**src/rtl/hex_readback_pkg.sv**
```systemverilog
// Shared constants for the 7-segment readback path: active-low segment
// patterns (same values the encoder side drives) and the frame FSM states.
package hex_pkg;

  localparam logic [6:0] SEG_0     = 7'h40;
  localparam logic [6:0] SEG_1     = 7'h79;
  localparam logic [6:0] SEG_2     = 7'h24;
  localparam logic [6:0] SEG_3     = 7'h30;
  localparam logic [6:0] SEG_4     = 7'h19;
  localparam logic [6:0] SEG_5     = 7'h12;
  localparam logic [6:0] SEG_6     = 7'h02;
  localparam logic [6:0] SEG_7     = 7'h78;
  localparam logic [6:0] SEG_8     = 7'h00;
  localparam logic [6:0] SEG_9     = 7'h10;
  localparam logic [6:0] SEG_BLANK = 7'h7F;

  localparam logic [3:0] HEX_BLANK_NIBBLE = 4'hF;

  typedef enum logic [0:0] {
    FRAME_IDLE    = 1'b0,
    FRAME_PENDING = 1'b1
  } frame_state_t;

endpackage

```
**src/rtl/hex_readback_if.sv**
```systemverilog
// Frame delivery bus: decoded display frame offered with valid/ready.
interface hex_readback_if #(
  parameter int NUM_DIGITS = 6
);
  logic                    frame_valid;
  logic                    frame_ready;
  logic [4*NUM_DIGITS-1:0] frame_digits;
  logic [NUM_DIGITS-1:0]   frame_blank;
  logic [NUM_DIGITS-1:0]   frame_error;

  modport master (
    output frame_valid, frame_digits, frame_blank, frame_error,
    input  frame_ready
  );

  modport slave (
    input  frame_valid, frame_digits, frame_blank, frame_error,
    output frame_ready
  );
endinterface

```
**src/rtl/hex_readback_seg_decode.sv**
```systemverilog
// Inverse of the digit-to-segment encoder: exact-match decode of one
// active-low 7-segment pattern into a nibble plus blank/error flags.
module seg_decode
  import hex_pkg::*;
(
  input  logic [6:0] seg_i,
  output logic [3:0] nibble_o,
  output logic       blank_o,
  output logic       error_o
);

  // Exact pattern match; anything unrecognised is flagged as an error.
  always_comb begin
    nibble_o = HEX_BLANK_NIBBLE;
    blank_o  = 1'b0;
    error_o  = 1'b0;
    case (seg_i)
      SEG_0:     nibble_o = 4'h0;
      SEG_1:     nibble_o = 4'h1;
      SEG_2:     nibble_o = 4'h2;
      SEG_3:     nibble_o = 4'h3;
      SEG_4:     nibble_o = 4'h4;
      SEG_5:     nibble_o = 4'h5;
      SEG_6:     nibble_o = 4'h6;
      SEG_7:     nibble_o = 4'h7;
      SEG_8:     nibble_o = 4'h8;
      SEG_9:     nibble_o = 4'h9;
      SEG_BLANK: blank_o  = 1'b1;
      default:   error_o  = 1'b1;
    endcase
  end

endmodule

```
**src/rtl/hex_readback.sv**
```systemverilog
// Sequential 7-segment readback: scans one digit bus per clock, waits for
// each raw pattern to be stable, decodes it and hands out whole frames.
// A frame is only emitted when it differs from the last delivered one.
module hex_readback
  import hex_pkg::*;
#(
  parameter int NUM_DIGITS   = 6,
  parameter int STABLE_SCANS = 4
)(
  input  logic                    clk,
  input  logic                    rst,
  input  logic [7*NUM_DIGITS-1:0] segments_in,
  hex_readback_if.master          frm
);

  localparam int IDX_W = (NUM_DIGITS > 1) ? $clog2(NUM_DIGITS) : 1;
  localparam int CNT_W = (STABLE_SCANS > 0) ? $clog2(STABLE_SCANS + 1) : 1;
  localparam logic [IDX_W-1:0] IDX_LAST = IDX_W'(NUM_DIGITS - 1);
  localparam logic [CNT_W-1:0] CNT_MAX  = CNT_W'(STABLE_SCANS);

  logic [IDX_W-1:0]        idx_q;
  logic [6:0]              last_q [NUM_DIGITS];
  logic [3:0]              nib_q  [NUM_DIGITS];
  logic [CNT_W-1:0]        cnt_q  [NUM_DIGITS];
  logic [NUM_DIGITS-1:0]   blank_q;
  logic [NUM_DIGITS-1:0]   err_q;

  frame_state_t            state_q;
  logic                    frame_valid_q;
  logic                    delivered_q;
  logic [4*NUM_DIGITS-1:0] frame_digits_q;
  logic [NUM_DIGITS-1:0]   frame_blank_q;
  logic [NUM_DIGITS-1:0]   frame_error_q;

  logic [6:0]              seg_sel;
  logic [3:0]              dec_nib;
  logic                    dec_blank;
  logic                    dec_err;
  logic [4*NUM_DIGITS-1:0] cand_digits;
  logic                    all_stable;
  logic                    cand_changed;

  // Only the digit currently being visited goes through the decoder.
  assign seg_sel = segments_in[7*int'(idx_q) +: 7];

  seg_decode u_seg_decode (
    .seg_i    (seg_sel),
    .nibble_o (dec_nib),
    .blank_o  (dec_blank),
    .error_o  (dec_err)
  );

  // Scan pointer walks every digit in turn, independent of the handshake.
  always_ff @(posedge clk) begin
    if (rst) begin
      idx_q <= '0;
    end else if (idx_q == IDX_LAST) begin
      idx_q <= '0;
    end else begin
      idx_q <= idx_q + IDX_W'(1);
    end
  end

  // Per-digit tracking: a repeated pattern builds confidence, a new one restarts it.
  always_ff @(posedge clk) begin
    if (rst) begin
      for (int k = 0; k < NUM_DIGITS; k++) begin
        last_q[k]  <= SEG_BLANK;
        nib_q[k]   <= HEX_BLANK_NIBBLE;
        blank_q[k] <= 1'b1;
        err_q[k]   <= 1'b0;
        cnt_q[k]   <= '0;
      end
    end else begin
      for (int k = 0; k < NUM_DIGITS; k++) begin
        if (idx_q == IDX_W'(k)) begin
          if (seg_sel == last_q[k]) begin
            if (cnt_q[k] != CNT_MAX) begin
              cnt_q[k] <= cnt_q[k] + CNT_W'(1);
            end
          end else begin
            last_q[k]  <= seg_sel;
            nib_q[k]   <= dec_nib;
            blank_q[k] <= dec_blank;
            err_q[k]   <= dec_err;
            cnt_q[k]   <= '0;
          end
        end
      end
    end
  end

  // Candidate frame from registered digit state, and whether it is new.
  always_comb begin
    cand_digits = '0;
    all_stable  = 1'b1;
    for (int k = 0; k < NUM_DIGITS; k++) begin
      cand_digits[4*k +: 4] = nib_q[k];
      all_stable            = all_stable & (cnt_q[k] == CNT_MAX);
    end
    cand_changed = (cand_digits != frame_digits_q) ||
                   (blank_q     != frame_blank_q)  ||
                   (err_q       != frame_error_q);
  end

  // Frame FSM; after acceptance the frame registers double as delivery history.
  always_ff @(posedge clk) begin
    if (rst) begin
      state_q        <= FRAME_IDLE;
      frame_valid_q  <= 1'b0;
      delivered_q    <= 1'b0;
      frame_digits_q <= {NUM_DIGITS{HEX_BLANK_NIBBLE}};
      frame_blank_q  <= '1;
      frame_error_q  <= '0;
    end else begin
      case (state_q)
        FRAME_IDLE: begin
          if ((idx_q == '0) && all_stable && (!delivered_q || cand_changed)) begin
            frame_digits_q <= cand_digits;
            frame_blank_q  <= blank_q;
            frame_error_q  <= err_q;
            frame_valid_q  <= 1'b1;
            state_q        <= FRAME_PENDING;
          end
        end
        FRAME_PENDING: begin
          if (frm.frame_ready) begin
            frame_valid_q <= 1'b0;
            delivered_q   <= 1'b1;
            state_q       <= FRAME_IDLE;
          end
        end
        default: begin
          frame_valid_q <= 1'b0;
          state_q       <= FRAME_IDLE;
        end
      endcase
    end
  end

  assign frm.frame_valid  = frame_valid_q;
  assign frm.frame_digits = frame_digits_q;
  assign frm.frame_blank  = frame_blank_q;
  assign frm.frame_error  = frame_error_q;

endmodule

```
**src/flat_wrapper.sv**
```systemverilog
// flat-port wrapper written by rule: the top's interface ports become plain ports
module hex_readback_flat import hex_pkg::*;
#(
  parameter int NUM_DIGITS   = 6,
  parameter int STABLE_SCANS = 4
)
  (clk, rst, segments_in, frm_frame_valid, frm_frame_digits, frm_frame_blank, frm_frame_error, frm_frame_ready);
  hex_readback_if #(.NUM_DIGITS(NUM_DIGITS)) frm_i ();
  input  logic clk;
  input  logic rst;
  input  logic [7*NUM_DIGITS-1:0] segments_in;
  output wire logic [$bits(frm_i.frame_valid)-1:0] frm_frame_valid;
  output wire logic [$bits(frm_i.frame_digits)-1:0] frm_frame_digits;
  output wire logic [$bits(frm_i.frame_blank)-1:0] frm_frame_blank;
  output wire logic [$bits(frm_i.frame_error)-1:0] frm_frame_error;
  input wire logic [$bits(frm_i.frame_ready)-1:0] frm_frame_ready;
  assign frm_frame_valid = frm_i.frame_valid;
  assign frm_frame_digits = frm_i.frame_digits;
  assign frm_frame_blank = frm_i.frame_blank;
  assign frm_frame_error = frm_i.frame_error;
  assign frm_i.frame_ready = frm_frame_ready;
  hex_readback #(.NUM_DIGITS(NUM_DIGITS), .STABLE_SCANS(STABLE_SCANS)) u_core (.clk(clk), .rst(rst), .segments_in(segments_in), .frm(frm_i));
endmodule
```
**config.mk**
```make
export PLATFORM = sky130hd
export DESIGN_NAME = hex_readback_flat
export DESIGN_NICKNAME = d
export VERILOG_FILES = /design/src/rtl/hex_readback_pkg.sv /design/src/rtl/hex_readback_if.sv /design/src/rtl/hex_readback_seg_decode.sv /design/src/rtl/hex_readback.sv /design/src/flat_wrapper.sv
export SDC_FILE = /design/constraint.sdc
export NUM_CORES = 1
export LEC_CHECK = 0
export BUFFER_PORTS_ARGS = -buffer_cell sky130_fd_sc_hd__buf_4
export CAP_MARGIN = 20
export CORE_MARGIN = 2
export CORE_UTILIZATION = 26
export CTS_BUF_LIST = sky130_fd_sc_hd__clkbuf_8
export DETAILED_ROUTE_END_ITERATION = 8
export SLEW_MARGIN = 40
export SYNTH_ARGS = -nofsm -noshare
export SYNTH_HDL_FRONTEND = slang
export SYNTH_SLANG_ARGS = --single-unit
```
**constraint.sdc**
```tcl
create_clock -name clk -period 3.8 [get_ports clk]
set_input_delay 0.57 -clock clk [delete_from_list [all_inputs] [get_ports clk]]
set_output_delay 0.57 -clock clk [all_outputs]
set_load 0.01 [all_outputs]
```
# Word level (Yosys, flattened, before mapping)
# Memories as Yosys holds them, arrays and structs flattened.
# Cells that the tools add are included.
[classes]
addsub = 7
mul = 1
eq_ne = 38
shift = 1
muxes = 89
bitwise = 36
reduce_logical = 19
[op_table]
columns = ["operator", "count"]
rows = [
  ["1-bit 2-to-1 mux", 62],
  ["7-bit == test", 6],
  ["7-bit 2-to-1 mux", 6],
  ["42-bit by 32-bit variable part select with 7-bit output", 1],
  ["4-bit case mux with 10 select lines", 1],
  ["3-bit 2-to-1 mux", 12],
  ["7-bit == test, second input constant", 4],
  ["3-bit == test, second input constant", 8],
  ["4-bit 2-to-1 mux", 6],
  ["24-bit != test", 1],
  ["1-bit bitwise OR", 24],
  ["3-bit by 1-bit adder with 3-bit output, second input constant", 7],
  ["7-bit by 5-bit == test with 1-bit output, second input constant", 3],
  ["3-bit != test, second input constant", 6],
  ["2-bit AND reduction", 9],
  ["7-bit by 6-bit == test with 1-bit output, second input constant", 2],
  ["6-bit != test", 2],
  ["11-bit OR reduction", 1],
  ["7-bit by 2-bit == test with 1-bit output, second input constant", 1],
  ["7-bit logical NOT", 1],
  ["1-bit NOT", 7],
  ["3-bit by 2-bit == test with 1-bit output, second input constant", 2],
  ["3-bit by 3-bit multiplier with 6-bit output, first input constant", 1],
  ["1-bit AND", 5],
  ["other kinds (9)", 13],
]
[totals]
ff_bits = 54
ramBits = 84
input_bits = 45
out_inout_bits = 37
word_cells = 213
memories = 3
[memory_table]
columns = ["memory", "words", "width", "rd", "rd_ports_with_merged_regs", "wr", "line", "source"]
rows = [
  ["u_core.last_q", 6, 7, 6, 0, 6, "hex_readback.sv:22", "logic [6:0] last_q [NUM_DIGITS];"],
  ["u_core.nib_q", 6, 4, 6, 0, 6, "hex_readback.sv:23", "logic [3:0] nib_q [NUM_DIGITS];"],
  ["u_core.cnt_q", 6, 3, 6, 0, 6, "hex_readback.sv:24", "logic [CNT_W-1:0] cnt_q [NUM_DIGITS];"],
]

# Longest topological paths before layout
# An unclocked memory read counts as a cell.
[logic_depth]
ltp_word = 11
ltp_mapped = 12
mapped_depth_nobuf = 7

# Modules after synthesis
# From an unflattened synthesis, not the netlist that was laid out.
[unflattened]
hier_cells = 866
area_unflattened_um2 = 8413.1
[by_module_without_submodules]
columns = ["mod", "n_inst", "cells_each", "area_each_um2", "seq_area_each_um2"]
rows = [
  ["hex_readback", 1, 825, 8146.6, 3603.5],
  ["seg_decode", 1, 41, 266.5, 0.0],
]

# Worst setup path before layout
# No wires, ideal clock.
[synth_timing]
kind = "reg-to-reg"
from = "register u_core.idx_q[0]"
to = "memory u_core.last_q[0][0] (enable)"
setup_time_ps = 394
arrival_ps = 2396
t_required_ps = 3406
slack_ps = 1010
stages_incl_launch_ff = 9
path_buffers = 2
period_less_slack_ps = 2790
path_cell_list = "dfxtp_1 buf_6 buf_12 mux2_2 and3_1 o21ai_0 a22o_1 nor4_2 o21ai_0"
[synth_lines]
columns = ["element", "line", "source"]
rows = [
  ["start: declaration", "hex_readback.sv:21", "logic [IDX_W-1:0] idx_q;"],
  ["start signal: assignment", "hex_readback.sv:60", "idx_q <= idx_q + IDX_W'(1);"],
  ["end: declaration", "hex_readback.sv:22", ""],
]

==> impl_metrics.env <==
export IMPL_drt_iter0_markers=497
export IMPL_drc=0
export IMPL_p_per_area_nw_per_um2=394
export IMPL_postSynth_asyncResetShare_pct=0
export IMPL_p_leak_nw=3.41
export IMPL_rsz0062_at_grt="no"
export IMPL_switchingPower_w=0.00111
export IMPL_hold_slack_ns=0.389
export IMPL_ctsLongestPathBuffers=2
export IMPL_drt_first_pass_iters=5
export IMPL_antenna_cells=0
export IMPL_relSlewSlack_pct=52.8
export IMPL_cts_num_sinks=138
export IMPL_avgSynthCellArea_sq_um=9.90
export IMPL_layout_common_cells="120 x nand2_1, 102 x buf_4, 84 x edfxtp_1"
export IMPL_timing_rr_start="u_core.idx_q[0]$_SDFF_PP0_"
export IMPL_die_area_sq_um=31400
export IMPL_arrival_ns=3.30
export IMPL_synth_nets=851
export IMPL_wl_mm=22.1
export IMPL_dr_total_vias=6248
export IMPL_crit_start="u_core.idx_q[0]$_SDFF_PP0_"
export IMPL_clock_power_share_pct=31.7
export IMPL_clk_pin_slew_worst_paths_ns=0.08
export IMPL_ctsResizeCount=0
export IMPL_cts_tree="done"
export IMPL_htree_levels=4
export IMPL_yosys_most_used_dff="edfxtp_1"
export IMPL_seq_power_share_pct=46.8
export IMPL_drive_gt1_share_pct=18.2
export IMPL_cp_max_fo=37
export IMPL_netlist_area_sq_um=7810
export IMPL_maxCapViolations=0
export IMPL_cp_top_family="simple AND/OR/NAND/NOR gates"
export IMPL_fin_crit_ns=3.25
export IMPL_final_common_cell="nand2_1"
export IMPL_crit_slowest_cell="o22a_1"
export IMPL_hold_viol=0
export IMPL_cp_required_ns=3.85
export IMPL_die_w_um=177
export IMPL_hold_path_class="in2reg"
export IMPL_clk_latency_ns=0.45
export IMPL_die_y_um=177
export IMPL_intPower_w=0.00251
export IMPL_crit_buf_inv=1
export IMPL_grt_pass1_vias=6057
export IMPL_status="finished clean"
export IMPL_synth_edf_count=84
export IMPL_dp_hpwl_mm=16.4
export IMPL_cp_cell_sequence="buf_12 > mux2i_1 > o22a_1 > a21oi_1 > nor4b_1 > nand4_1 > nand3_1 > nand2_1"
export IMPL_synthCells=789
export IMPL_postCtsSetupBuffers=0
export IMPL_regToRegSetupSlack_ns=0.55
export IMPL_path_class="reg2reg"
export IMPL_crit_end="u_core.nib_q[4][0]$_SDFFCE_PN1P_"
export IMPL_grt_usage_pct=14.3
export IMPL_swShare_pct=30.6
export IMPL_syn_to_final_growth_pct=17.5
export IMPL_synth_seq_cells=138
export IMPL_ys_seq_area_share_pct=46.2
export IMPL_finalSetupTns_ns=0
export IMPL_start_util_pct=26.3
export IMPL_yosysUniqueCellTypes=70
export IMPL_timing_rr_end="u_core.nib_q[4][0]$_SDFFCE_PN1P_"
export IMPL_hold_start="frm_frame_ready"
export IMPL_tightest_slew_ns=0.706
export IMPL_r2r_cells=8
export IMPL_combPwrFrac_pct=21.5
export IMPL_wl_per_cell_um=17.5
export IMPL_ir_drop_uv=243
export IMPL_grt_start_max_net_pins=40
export IMPL_start_kind="flip-flop"
export IMPL_vias_per_cell=4.94
export IMPL_rows=63
export IMPL_cp_depth=8
export IMPL_slowest_delay_ns=0.51
export IMPL_gp_congestion=0.840
export IMPL_cts_buffers=17
export IMPL_yosysWarnings=0
export IMPL_fin_skew_ns=0.0137
export IMPL_port_buffers=81
export IMPL_antenna_found_initial=0
export IMPL_grt_pass1_wl_mm=34.0
export IMPL_final_nets=923
export IMPL_ant_nets=0
export IMPL_setup_viol=0
export IMPL_ios=82
export IMPL_core_sq_um=29600
export IMPL_grt_overflow_total=0
export IMPL_post_route_period_util_pct=85.6
export IMPL_cp_end_kind="flip-flop"
export IMPL_cts_hold_buf=0
export IMPL_cts_root_buf="clkbuf_8"
export IMPL_slew_viol_final=0
export IMPL_fmax_mhz=307
==> per-layer routing <==
layer  wire length, um  track usage, %  share of wire [%]  vias up
met2             11000            24.0                 50      208
li1                  -               -                  -     3006
met5                 0               0                  0        -
met3              1220            2.87                5.5       55
met1              9070            17.5                 41     2979
met4               856            6.73                3.9        0
==> how the worst min path moves through the flow <==
stage                                                endpoint  cells after the start
after global routing          u_core.delivered_q$_SDFFE_PP0P_                      3
after floorplan               u_core.delivered_q$_SDFFE_PP0P_                      2
final                         u_core.delivered_q$_SDFFE_PP0P_                      3
after global placement    u_core.frm.frame_valid$_SDFFE_PP0P_                      2
after detailed placement  u_core.frm.frame_valid$_SDFFE_PP0P_                      2
after CTS                     u_core.delivered_q$_SDFFE_PP0P_                      3
==> worst min-delay path, cell delays in order <==
cell and delay [ns]:
buf_4 0.09, a21oi_1 0.05, nor2_1 0.08
==> power by group through the flow <==
stage          logic, W  registers (W)  clock network [W]
2_1_floorplan  0.000550        0.00171                  0
3_3_place_gp   0.000762        0.00172                  0
3_5_place_dp   0.000770        0.00173                  0
4_1_cts        0.000773        0.00169            0.00116
5_1_grt        0.000848        0.00170            0.00122
6_report       0.000777        0.00169            0.00115
==> per-stage QoR <==
| stage | utilization, % | total power, W | cells | worst slack [ns] | cell area (sq um) |
|---|---|---|---|---|---|
| 6_report | 31.0 | 0.00361 | 1264 | 0.546 | 9180 |
| 5_1_grt | 31.0 | 0.00377 | 1264 | 0.312 | 9180 |
| 4_1_cts | 31.0 | 0.00363 | 1264 | 0.564 | 9180 |
| 3_5_place_dp | 29.7 | 0.00250 | 1232 | 0.569 | 8800 |
| 3_3_place_gp | 29.7 | 0.00249 | 1232 | 0.619 | 8800 |
| 2_1_floorplan | - | 0.00226 | 789 | 1.01 | 7810 |
==> state kept, by name, summed over array words and instances (netlist names), 6 cells and up <==
signal	count
u_core.frm.frame_digits	24
u_core.nib_q	24
u_core.last_q	42
u_core.blank_q	6
u_core.frm.frame_error	6
u_core.frm.frame_blank	6
u_core.err_q	6
u_core.cnt_q	18
==> synthesized netlist by cell type (5+ instances only) <==
library cell / count / area share [%]
nand2_1: 120 / 5.8
clkbuf_1: 19 / 0.91
dfxtp_1: 54 / 14
nand4_1: 10 / 0.80
or3_1: 12 / 0.96
mux2i_1: 48 / 6.2
a22oi_1: 7 / 0.67
xor2_1: 31 / 3.5
nor4_1: 12 / 0.96
edfxtp_1: 84 / 32
nand3_1: 21 / 1.3
a32oi_1: 13 / 1.5
a21oi_1: 29 / 1.9
a32o_1: 5 / 0.64
ha_1: 17 / 2.7
and3_1: 30 / 2.4
o21ai_0: 35 / 2.2
o211ai_1: 6 / 0.58
xnor2_1: 29 / 3.3
buf_2: 19 / 1.2
nor3_1: 11 / 0.71
buf_6: 5 / 0.72
nor2_1: 57 / 2.7
inv_1: 24 / 1.2
==> final cells by class <==
cell class	instances	area, sq um
Fill cell	3089	20500
Timing Repair Buffer	103	786
Inverter	25	93.8
Clock inverter	15	136
Tap cell	390	488
Multi-Input combinational cell	576	3830
Clock buffer	17	234
Sequential cell	138	3600
==> logic make-up after synthesis <==
family	Yosys count	synth area share [%]
buffers and inverters	75	4.76
muxes	58	8.22
xor gates and xnor gates	60	6.73
DFF	138	46.2
AOI/OAI and AO/OA	128	10.9
adders and majority gates	17	2.72
and+or+nand+nor	313	20.5
Note: power is estimated with default switching activity, not from simulation.
